==> config.mk <==
export PLATFORM = sky130hd
export DESIGN_NAME = pipe_skid_stage
export DESIGN_NICKNAME = d
export VERILOG_FILES = /design/src/rtl/pipe_skid_stage.sv
export SDC_FILE = /design/constraint.sdc
export NUM_CORES = 1
export LEC_CHECK = 0
export CAP_MARGIN = 20
export CORE_MARGIN = 2
export CORE_UTILIZATION = 45
export CTS_CLUSTER_SIZE = 16
export DETAILED_ROUTE_END_ITERATION = 6
export PLACE_DENSITY = 0.73
export SLEW_MARGIN = 10
export SYNTH_ARGS = -nofsm -noshare
export SYNTH_HDL_FRONTEND = slang
export SYNTH_SLANG_ARGS = --single-unit
==> constraint.sdc <==
create_clock -name clk -period 2.9 [get_ports clk]
set_input_delay 0.58 -clock clk [delete_from_list [all_inputs] [get_ports clk]]
set_output_delay 0.58 -clock clk [all_outputs]
set_load 0.005 [all_outputs]
==> src/rtl/pipe_skid_stage.sv <==
// Pipeline stage register with a valid/ready handshake and a 2-entry skid buffer.
// Ready depends only on registered state; it also has a synchronous flush and a saturating stall counter.
module pipe_skid_stage #(
    parameter int DATA_W     = 32,
    parameter bit CLEAR_DATA = 1'b1,
    parameter int CNT_W      = 16
) (
    input  logic              clk,
    input  logic              reset_n,
    input  logic              in_valid,
    output logic              in_ready,
    input  logic [DATA_W-1:0] in_data,
    output logic              out_valid,
    input  logic              out_ready,
    output logic [DATA_W-1:0] out_data,
    input  logic              flush,
    input  logic              stat_clr,
    output logic [CNT_W-1:0]  stall_cnt,
    output logic [1:0]        occupancy
);

    typedef enum logic [1:0] {
        EMPTY = 2'd0,
        FULL  = 2'd1,
        SKID  = 2'd2
    } state_t;

    localparam logic [CNT_W-1:0] CNT_MAX = '1;

    state_t             state_q, state_d;
    logic [DATA_W-1:0]  main_q, main_d;
    logic [DATA_W-1:0]  skid_q, skid_d;
    logic [CNT_W-1:0]   cnt_q, cnt_d;
    logic               acc;
    logic               pop;

    assign in_ready  = (state_q != SKID);
    assign out_valid = (state_q != EMPTY);
    assign out_data  = main_q;
    assign stall_cnt = cnt_q;
    assign occupancy = state_q;

    assign acc = in_valid & in_ready;
    assign pop = out_valid & out_ready;

    // In SKID the stage refuses input, so main is refilled only from the skid entry.
    always_comb begin
        state_d = state_q;
        main_d  = main_q;
        skid_d  = skid_q;
        if (flush) begin
            state_d = EMPTY;
            if (CLEAR_DATA) begin
                main_d = '0;
                skid_d = '0;
            end
        end else begin
            unique case (state_q)
                EMPTY: begin
                    if (acc) begin
                        state_d = FULL;
                        main_d  = in_data;
                    end
                end
                FULL: begin
                    if (acc && pop) begin
                        main_d = in_data;
                    end else if (acc) begin
                        state_d = SKID;
                        skid_d  = in_data;
                    end else if (pop) begin
                        state_d = EMPTY;
                    end
                end
                SKID: begin
                    if (pop) begin
                        state_d = FULL;
                        main_d  = skid_q;
                    end
                end
                default: state_d = EMPTY;
            endcase
        end
    end

    always_comb begin
        cnt_d = cnt_q;
        if (stat_clr) begin
            cnt_d = '0;
        end else if (out_valid && !out_ready && (cnt_q != CNT_MAX)) begin
            cnt_d = cnt_q + CNT_W'(1);
        end
    end

    always_ff @(posedge clk or negedge reset_n) begin
        if (!reset_n) begin
            state_q <= EMPTY;
            main_q  <= '0;
            skid_q  <= '0;
            cnt_q   <= '0;
        end else begin
            state_q <= state_d;
            main_q  <= main_d;
            skid_q  <= skid_d;
            cnt_q   <= cnt_d;
        end
    end

endmodule

==> results of run 1 <==
flip-flops by register name, indices dropped and copies added (netlist names):
| signal | cells |
|---|---|
| out_data | 32 |
| skid_q | 32 |
| stall_cnt | 16 |
| occupancy | 2 |
kinds of logic after synthesis:
kind of cell | after synthesis
fa+ha+maj | 1
buf+inv | 31
mux | 38
flops | 82
compound gates | 91
simple gates | 155
where the power goes:
group / switching (mW) / internal, mW
combinational: 0.155 / 0.182
clock: 0.449 / 0.406
sequential: 0.0321 / 1.20
final cells by class:
cell class / count / area, um2
Fill cell: 767 / 3550
Sequential cell: 82 / 2050
Multi-Input combinational cell: 285 / 1760
Timing Repair Buffer: 96 / 968
Tap cell: 108 / 135
Clock buffer: 9 / 124
Clock inverter: 7 / 77.6
Inverter: 3 / 11.3
metal layers:
layer / up-vias / routed length, um / GRT usage (%)
li1: 1564 / - / -
met1: 1557 / 4300 / 27.6
met2: 77 / 4200 / 29.9
met3: 9 / 376 / 2.72
met4: 0 / 122 / 6.53
met5: - / 0 / 0
cell usage in the layout (no fill, tap or decap), drive strengths merged, types with 2 or more instances in the layout:
master / instances
or3: 2
o21ai: 2
nor2: 7
nand4: 6
mux2i: 33
clkinv: 3
nand2b: 2
nor4: 5
nand2: 105
clkdlybuf4s50: 87
or2: 2
buf: 9
mux2: 5
dfrtp: 82
inv: 5
clkbuf: 9
and3: 2
a211oi: 2
o31ai: 40
a21oi: 44
nand3: 6
nor2b: 6
or4: 7
worst max-delay path by stage:
stage                 start             to  slack [ns]  cells past startpoint
2_1_floorplan     out_ready  stall_cnt[10]        1.16                      5
3_3_place_gp      out_ready  stall_cnt[10]        0.57                      5
3_5_place_dp       in_valid     skid_q[15]        0.49                      6
4_1_cts        occupancy[0]       in_ready        0.64                      3
5_1_grt        occupancy[0]       in_ready        0.55                      3
6_report       occupancy[0]       in_ready        0.67                      3
worst register-to-register path, cell delays in order, from the launching register on:
cell and delay (ns):
dfrtp_1 0.48, nand4_2 0.23, nor4_4 0.60, nor4_1 0.13, mux2_2 0.29
stage by stage:
| stage | util, % | hold WS (ns) | worst slack, ns |
|---|---|---|---|
| finish | 59.1 | 0.182 | 0.668 |
| global route | 59.1 | 0.207 | 0.550 |
| CTS | 58.8 | 0.454 | 0.644 |
| detailed placement | 56.5 | 0.465 | 0.491 |
| floorplan | - | 0.284 | 1.16 |
| global placement | 56.5 | 0.459 | 0.570 |
==> qor.csv, run 1 <==
stage,metric,value,unit
run_status,status,finished clean,
timing,finalHoldViolations,0,
setup_path,critPathBufInv,2,
synthesis,synth_cell_types,38,
routing,firstDrtPassIters,5,
pwr,ir_drop,0.000300,V
timing,rsz0062_at_grt,false,
grt,grt_usage,19.1,%
synthesis,synth_fp_nets,437,
cts,cts_buffer_depth,2,
routing,num_vias,3207,
pwr,p_total,2.42,mW
timing,fin_tns_setup,0,ns
synthesis,synth_edf_count,0,
place,place_area,4900,um2
synthesis,synth_area,4000,um2
timing,slew_headroom,51.7,%
setup_path,worst-path-max-fanout,7,
setup_path,critical_path.max_stage_delay,0.55,ns
cells_and_area,nets,516,
timing,fin_crit,2.23,ns
timing,finalSetupViolations,0,
die,rows,34,
timing,finClkSkew,0.0109,ns
synthesis,yosysMostFrequentCell,nand2_1,
place,dp_hpwl,5720,um
synthesis,synth_top_family_by_area,simple AND/OR/NAND/NOR gates,
setup_path,start_kind,register,
setup_path,crit_arrival,1.65,ns
cts,root_buffer,clkbuf_8,
place,dp_cells,573,
cells_and_area,insertedDiodeCount,0,
grt,grt_max_degree,83,
setup_path,critPathRequiredTime,2.32,ns
grt,first_global_vias,3036,
setup_path,critPathSlowestCell,clkdlybuf4s50_1,
cts,cts_max_level,3,
place,place.port_buffers,89,
routing,wl_per_cell,15.3,um
routing,via_per_inst,5.44,
cts,post_cts_hold_buffer_count,0,
setup_path,r2r-end,stall_cnt[14],
routing,routed_wl,9000,um
cells_and_area,drive_gt1_share,8.71,%
die,io_pins,90,
synthesis,yosys_warnings,0,
synthesis,muxShareOfSynthArea,9.77,%
setup_path,worstPathCellList,"inv_1, nand2_2, clkdlybuf4s50_1",
grt,antenna_found_initial,0,
synthesis,synthTopCellsByCount,"nand2_1 (104), dfrtp_1 (82), a21oi_1 (44), o31ai_1 (40), mux2i_1 (33)",
routing,drtIter0Drc,95,
hold_path,hold_class,in2async,
die,start_util,46.1,%
place,place_congestion,0.800,
die,fp.dieArea,9650,um2
die,die_w,98.3,um
setup_path,timing.rr.start,stall_cnt[8],
cts,post-cts-setup-buffers,0,
routing,ant_nets,0,
synthesis,synth_top_area_share,51.3,%
grt,grt_pass1_wl,15200,um
timing,worst_slew_pin_slew,0.723,ns
cells_and_area,area_growth,28.4,%
cts,clk_latency,0.35,ns
timing,max_freq,0.448,GHz
die,core-area,8680,um2
pwr,powerDensity,471,nW/um2
synthesis,synth_simple_gate_area_share,19.0,%
setup_path,reg2reg_setup_slack,1.06,ns
timing,finalMaxSlewViolations,0,
synthesis,synthXorXnorAreaFrac,0,%
cts,cts_resized,0,
cells_and_area,instances_no_fill,590,
cts,clock-sinks,82,
cells_and_area,postLayoutCellArea,5130,um2
pwr,p_leak,2.29,nW
setup_path,rr_worst_depth,4,
setup_path,cp_top_family,buffers and inverters,
synthesis,syn_inst,398,
cts,cts_buffers,9,
synthesis,ys_async_sr_fraction,100,%
routing,drc,0,
cts,cts_tree,built,
synthesis,synth_fa_ha_area_share,0.313,%
setup_path,worstSetupPathType,reg2out,
synthesis,synth-compound-area-share,14.9,%
grt,grt_overflow,0,
die,die_y,98.3,um
synthesis,synth_seq_cells,82,
synthesis,synth_largest_area_cell,dfrtp_1,
synthesis,yosysSeqAreaShare,51.3,%
cts,cts.clk_slew.worst_paths,0.09,ns
timing,fin_crit_sh,77.0,%
job,maxCapViolations,0,
synthesis,synth_area_leaders,"dfrtp_1 (51%), nand2_1 (9.8%), mux2i_1 (8.3%)",
setup_path,end_kind,output port,
synthesis,avgSynthCellArea,10.0,um2
synthesis,ys.flop_type,dfrtp_1,
Note: power is estimated with default switching activity, not from simulation.
==> inputs of run 2 (changes only) <==
==> constraint.sdc (replaced) <==
create_clock -name clk -period 2.2 [get_ports clk]
set_input_delay 0.44 -clock clk [delete_from_list [all_inputs] [get_ports clk]]
set_output_delay 0.44 -clock clk [all_outputs]
set_load 0.005 [all_outputs]
==> qor.csv, run 2 (synthesis results as in run 1) <==
stage,metric,value,unit,change
run_status,status,finished clean,,
setup_path,worstSetupPathType,reg2out,,
die,die_w,98.3,um,unchanged
pwr,p_total,3.25,mW,+34%
setup_path,start_kind,register,,
cells_and_area,final_common_cell,nand2_1,,
timing,worst_slew_pin_slew,0.657,ns,-0.0661 ns
routing,routed_wl,9570,um,+6.3%
cts,clk_latency,0.34,ns,about the same
setup_path,crit_arrival,1.61,ns,-0.04 ns
cts,cts_buffers,9,,unchanged
timing,fin_crit_sh,93.3,%,
timing,holdWs,0.0351,ns,-0.147 ns
die,start_util,46.1,%,unchanged
grt,grt_pass1_wl,16100,um,+6.1%
place,place_congestion,0.800,,about the same
timing,fin_crit,2.05,ns,
routing,via_per_inst,5.56,,+2.3%
cts,cts_buffer_depth,2,,unchanged
routing,drtIter0Drc,124,,+31%
timing,finalMaxSlewViolations,0,,unchanged
routing,firstDrtPassIters,4,,-1
grt,first_global_vias,3284,,+8.2%
timing,finalSetupViolations,0,,unchanged
routing,wl_per_cell,16.1,um,+5.2%
timing,finalHoldViolations,0,,unchanged
die,die_y,98.3,um,unchanged
pwr,powerDensity,626,nW/um2,+33%
hold_path,hold_class,in2async,,
job,maxCapViolations,0,,unchanged
die,io_pins,90,,unchanged
cts,root_buffer,clkbuf_8,,
cells_and_area,drive_gt1_share,9.63,%,+0.92 points
grt,antenna_found_initial,0,,unchanged
setup_path,critPathRequiredTime,1.76,ns,-0.56 ns
cells_and_area,final_cell_mix,"nand2_1 (104), clkdlybuf4s50_1 (87), dfrtp_1 (81)",,
cells_and_area,area_growth,29.9,%,
grt,grt_max_degree,67,,-19%
pwr,ir_drop,0.000265,V,-11%
cts,post-cts-setup-buffers,0,,unchanged
timing,finClkSkew,0.0122,ns,+0.00128 ns
cts,cts_max_level,3,,unchanged
setup_path,end_kind,output port,,
die,core-area,8680,um2,unchanged
die,rows,34,,unchanged
cts,cts_tree,built,,
place,place.port_buffers,89,,unchanged
cts,cts.clk_slew.worst_paths,0.09,ns,about the same
timing,slew_headroom,56.2,%,+4.6 points
timing,max_freq,0.487,GHz,
routing,drc,0,,unchanged
grt,grt_usage,20.4,%,+1.3 points
grt,grt_overflow,0,,unchanged
die,fp.dieArea,9650,um2,unchanged
cells_and_area,fill_cells,757,,-1.3%
cts,clock-sinks,82,,unchanged
pwr,p_leak,2.32,nW,+1.4%
place,dp_hpwl,6450,um,+13%
cells_and_area,insertedDiodeCount,0,,unchanged
routing,ant_nets,0,,unchanged
routing,num_vias,3315,,+3.4%
timing,rsz0062_at_grt,false,,
setup_path,worst-path-max-fanout,7,,unchanged
cells_and_area,nets,522,,+1.2%
-- run 2: stage by stage --
stage | cell area (um2) | setup TNS [ns] | setup slack (ns) | std cells | util (%)
after detailed placement | 4980 | -0.00634 | -0.00634 | 580 | 57.4
final | 5190 | 0 | 0.147 | 596 | 59.8
after global routing | 5190 | 0 | 0.0491 | 596 | 59.8
after floorplan | 4000 | 0 | 0.496 | 398 | -
after global placement | 4980 | 0 | 0.0595 | 580 | 57.4
after CTS | 5190 | 0 | 0.0679 | 596 | 59.8
-- run 2: timing repair --
item,4_1_cts,5_1_grt
endpoints found under the hold margin,0,0
hold buffers,0,0
endpoints found under the setup margin,0,1
gates resized for setup,0,1
-- run 2: worst paths after layout --
kind / start / endpoint / slack [ns] / cells past startpoint
worst min-delay path: reset_n / skid_q[4] / 0.04 / 1
worst max-delay path: occupancy[0] / in_ready / 0.15 / 3
max in group asynchronous: reset_n / occupancy[0] / 1.53 / 2
worst min register to register: out_data[13] / out_data[13] / 0.48 / 2
min in group clk: out_data[13] / out_data[13] / 0.48 / 2
worst max register to register: stall_cnt[0] / stall_cnt[14] / 0.43 / 5
-- run 2: routing by layer --
layer / wire length, um / vias to the layer above / global-route usage [%] / share of wire, %
met5: 0 / - / 0 / 0
met4: 149 / 0 / 7.90 / 1.6
met3: 458 / 10 / 3.22 / 4.8
met2: 4690 / 105 / 33.6 / 49
met1: 4270 / 1626 / 27.4 / 45
li1: - / 1574 / - / -
-- run 2: report_power, final --
group / switching (mW) / internal (mW) / total, mW / leakage [nW]
Sequential: 0.0469 / 1.58 / 1.62 / 1.11
Combinational: 0.210 / 0.243 / 0.453 / 1.11
Clock: 0.535 / 0.639 / 1.17 / 0.107
-- run 2: critical path: stages (launching register included) --
cell             delay [ns]
dfrtp_2                0.46
inv_1                  0.22
nand2_2                0.12
clkdlybuf4s50_1        0.48
-- run 2: final cells by class --
cell class | instances | area, um2 | area share (%)
well taps | 108 | 135 | 2.60
flip-flops and latches | 82 | 2050 | 39.5
clock buffers | 11 | 131 | 2.53
clock inverters | 5 | 78.8 | 1.52
inverters | 3 | 11.3 | 0.217
repair buffers | 102 | 1020 | 19.6
multi-input cells | 285 | 1760 | 34.0
==> inputs of run 3 (changes only) <==
--- a/config.mk
+++ b/config.mk
@@ -10,8 +10,8 @@
 export CORE_UTILIZATION = 45
 export CTS_CLUSTER_SIZE = 16
 export DETAILED_ROUTE_END_ITERATION = 6
-export PLACE_DENSITY = 0.73
-export SLEW_MARGIN = 10
+export PLACE_DENSITY = 0.8
+export SLEW_MARGIN = 20
 export SYNTH_ARGS = -nofsm -noshare
 export SYNTH_HDL_FRONTEND = slang
 export SYNTH_SLANG_ARGS = --single-unit
==> qor.csv, run 3 (synthesis results as in run 1) <==
stage,metric,value,unit,change
cts,post_cts_hold_buffer_count,0,,unchanged
cells_and_area,fill_cells,752,,-0.66%
setup_path,timing.rr.start,stall_cnt[0],,
cts,clk_latency,0.35,ns,about the same
cts,cts.clk_slew.worst_paths,0.10,ns,about the same
place,place_congestion,0.797,,-0.40%
timing,finalHoldViolations,0,,unchanged
timing,fin_tns_setup,0,ns,unchanged
die,die_w,98.3,um,unchanged
pwr,powerDensity,622,nW/um2,-0.60%
job,maxCapViolations,0,,unchanged
grt,grt_max_degree,67,,unchanged
cells_and_area,area_growth,29.5,%,
timing,rsz0062_at_grt,false,,
place,pre_cts_slack,-0.00515,ns,+0.00118 ns
routing,wl_per_cell,15.4,um,-3.9%
routing,met3RoutedLength,397,um,-13%
routing,num_vias,3230,,-2.6%
setup_path,worstSetupPathType,reg2out,,
cts,post-cts-setup-buffers,0,,unchanged
cells_and_area,final_cell_mix,"nand2_1 (104), clkdlybuf4s50_1 (87), dfrtp_1 (82)",,
cts,cts_resized,0,,unchanged
setup_path,worst-path-max-fanout,7,,unchanged
die,io_pins,90,,unchanged
timing,fin_crit_sh,94.7,%,+1.4 points
place,place.port_buffers,89,,unchanged
cells_and_area,nets,520,,-0.38%
die,fp.dieArea,9650,um2,unchanged
place,dp_hpwl,6140,um,-4.8%
die,die_y,98.3,um,unchanged
pwr,p_leak,2.31,nW,-0.50%
cells_and_area,postLayoutCellArea,5180,um2,-0.31%
routing,firstDrtPassIters,4,,unchanged
routing,ant_nets,0,,unchanged
cts,clock-sinks,82,,unchanged
setup_path,end_kind,output port,,
grt,grt_overflow,0,,unchanged
cells_and_area,insertedDiodeCount,0,,unchanged
grt,grt_usage,19.6,%,-0.79 points
cells_and_area,instances_no_fill,594,,-0.34%
cts,cts_max_level,3,,unchanged
timing,slew_headroom,56.3,%,+0.066 points
cts,cts_buffers,9,,unchanged
timing,finalMaxSlewViolations,0,,unchanged
place,dp_cells,578,,-0.34%
setup_path,r2r-end,stall_cnt[13],,
setup_path,crit_arrival,1.64,ns,+0.03 ns
run_status,status,finished clean,,
die,core-area,8680,um2,unchanged
grt,antenna_found_initial,0,,unchanged
pwr,p_total,3.22,mW,-0.91%
cts,cts_tree,built,,
cts,cts_buffer_depth,2,,unchanged
timing,timing.final.ws_setup,0.116,ns,-0.0310 ns
grt,first_global_vias,3244,,-1.2%
timing,fin_crit,2.08,ns,+0.0310 ns
setup_path,rr_worst_depth,6,,+1
timing,max_freq,0.480,GHz,-1.5%
routing,dr.max_layer_used,met4,,
timing,finClkSkew,0.0160,ns,+0.00381 ns
routing,drc,0,,unchanged
grt,grt_pass1_wl,15500,um,-3.8%
setup_path,critPathRequiredTime,1.76,ns,about the same
cts,root_buffer,clkbuf_8,,
hold_path,hold_class,in2async,,
routing,route.met2.wl,4550,um,-3.0%
routing,drtIter0Drc,122,,-1.6%
routing,routed_wl,9170,um,-4.2%
setup_path,reg2reg_setup_slack,0.42,ns,about the same
timing,worst_slew_pin_slew,0.656,ns,-0.000993 ns
die,start_util,46.1,%,unchanged
place,place_area,4970,um2,-0.30%
setup_path,start_kind,register,,
timing,finalSetupViolations,0,,unchanged
die,rows,34,,unchanged
routing,met1Wirelength,4060,um,-4.8%
cells_and_area,final_common_cell,nand2_1,,
routing,via_per_inst,5.44,,-2.2%
cells_and_area,drive_gt1_share,9.47,%,-0.17 points
pwr,ir_drop,0.000372,V,+40%
==> run 3: worst max-delay path by stage <==
stage / startpoint / to / slack (ns) / depth (start not counted)
2_1_floorplan: stall_cnt[0] / stall_cnt[14] / 0.50 / 6
3_3_place_gp: out_ready / stall_cnt[14] / 0.05 / 5
3_5_place_dp: out_ready / stall_cnt[10] / -0.005 / 5
4_1_cts: occupancy[0] / in_ready / 0.1 / 3
5_1_grt: occupancy[0] / in_ready / 0.03 / 3
6_report: occupancy[0] / in_ready / 0.12 / 3
==> run 3: through the flow <==
step                util (%)  hold WS, ns
floorplan                  -        0.144
global placement        57.2        0.425
detailed placement      57.2        0.436
CTS                     59.6       0.0603
global route            59.6       0.0732
finish                  59.6       0.0534
==> run 3: layout make-up <==
class                           instances  area [um2]  share of cell area [%]
Multi-Input combinational cell        285        1760                    34.1
Clock inverter                          6        72.6                    1.40
Tap cell                              108         135                    2.61
Timing Repair Buffer                  100        1000                    19.4
Clock buffer                           10         138                    2.66
Inverter                                3        11.3                   0.218
Sequential cell                        82        2050                    39.6
==> run 3: where the power goes <==
group	switching, mW	internal (mW)
clock	0.587	0.568
combinational	0.205	0.241
sequential	0.0433	1.58
total	0.835	2.39
==> run 3: metal layers <==
metal	track usage, %	up-vias
met2	33.4	88
met5	0	-
li1	-	1571
met1	25.4	1557
met3	3.51	14
met4	6.85	0
==> run 3: worst max-delay path, cell delays in order (launching register included) <==
cell             delay (ns)
dfrtp_1                0.46
inv_1                  0.18
nand2_2                0.10
clkdlybuf4s50_1        0.56
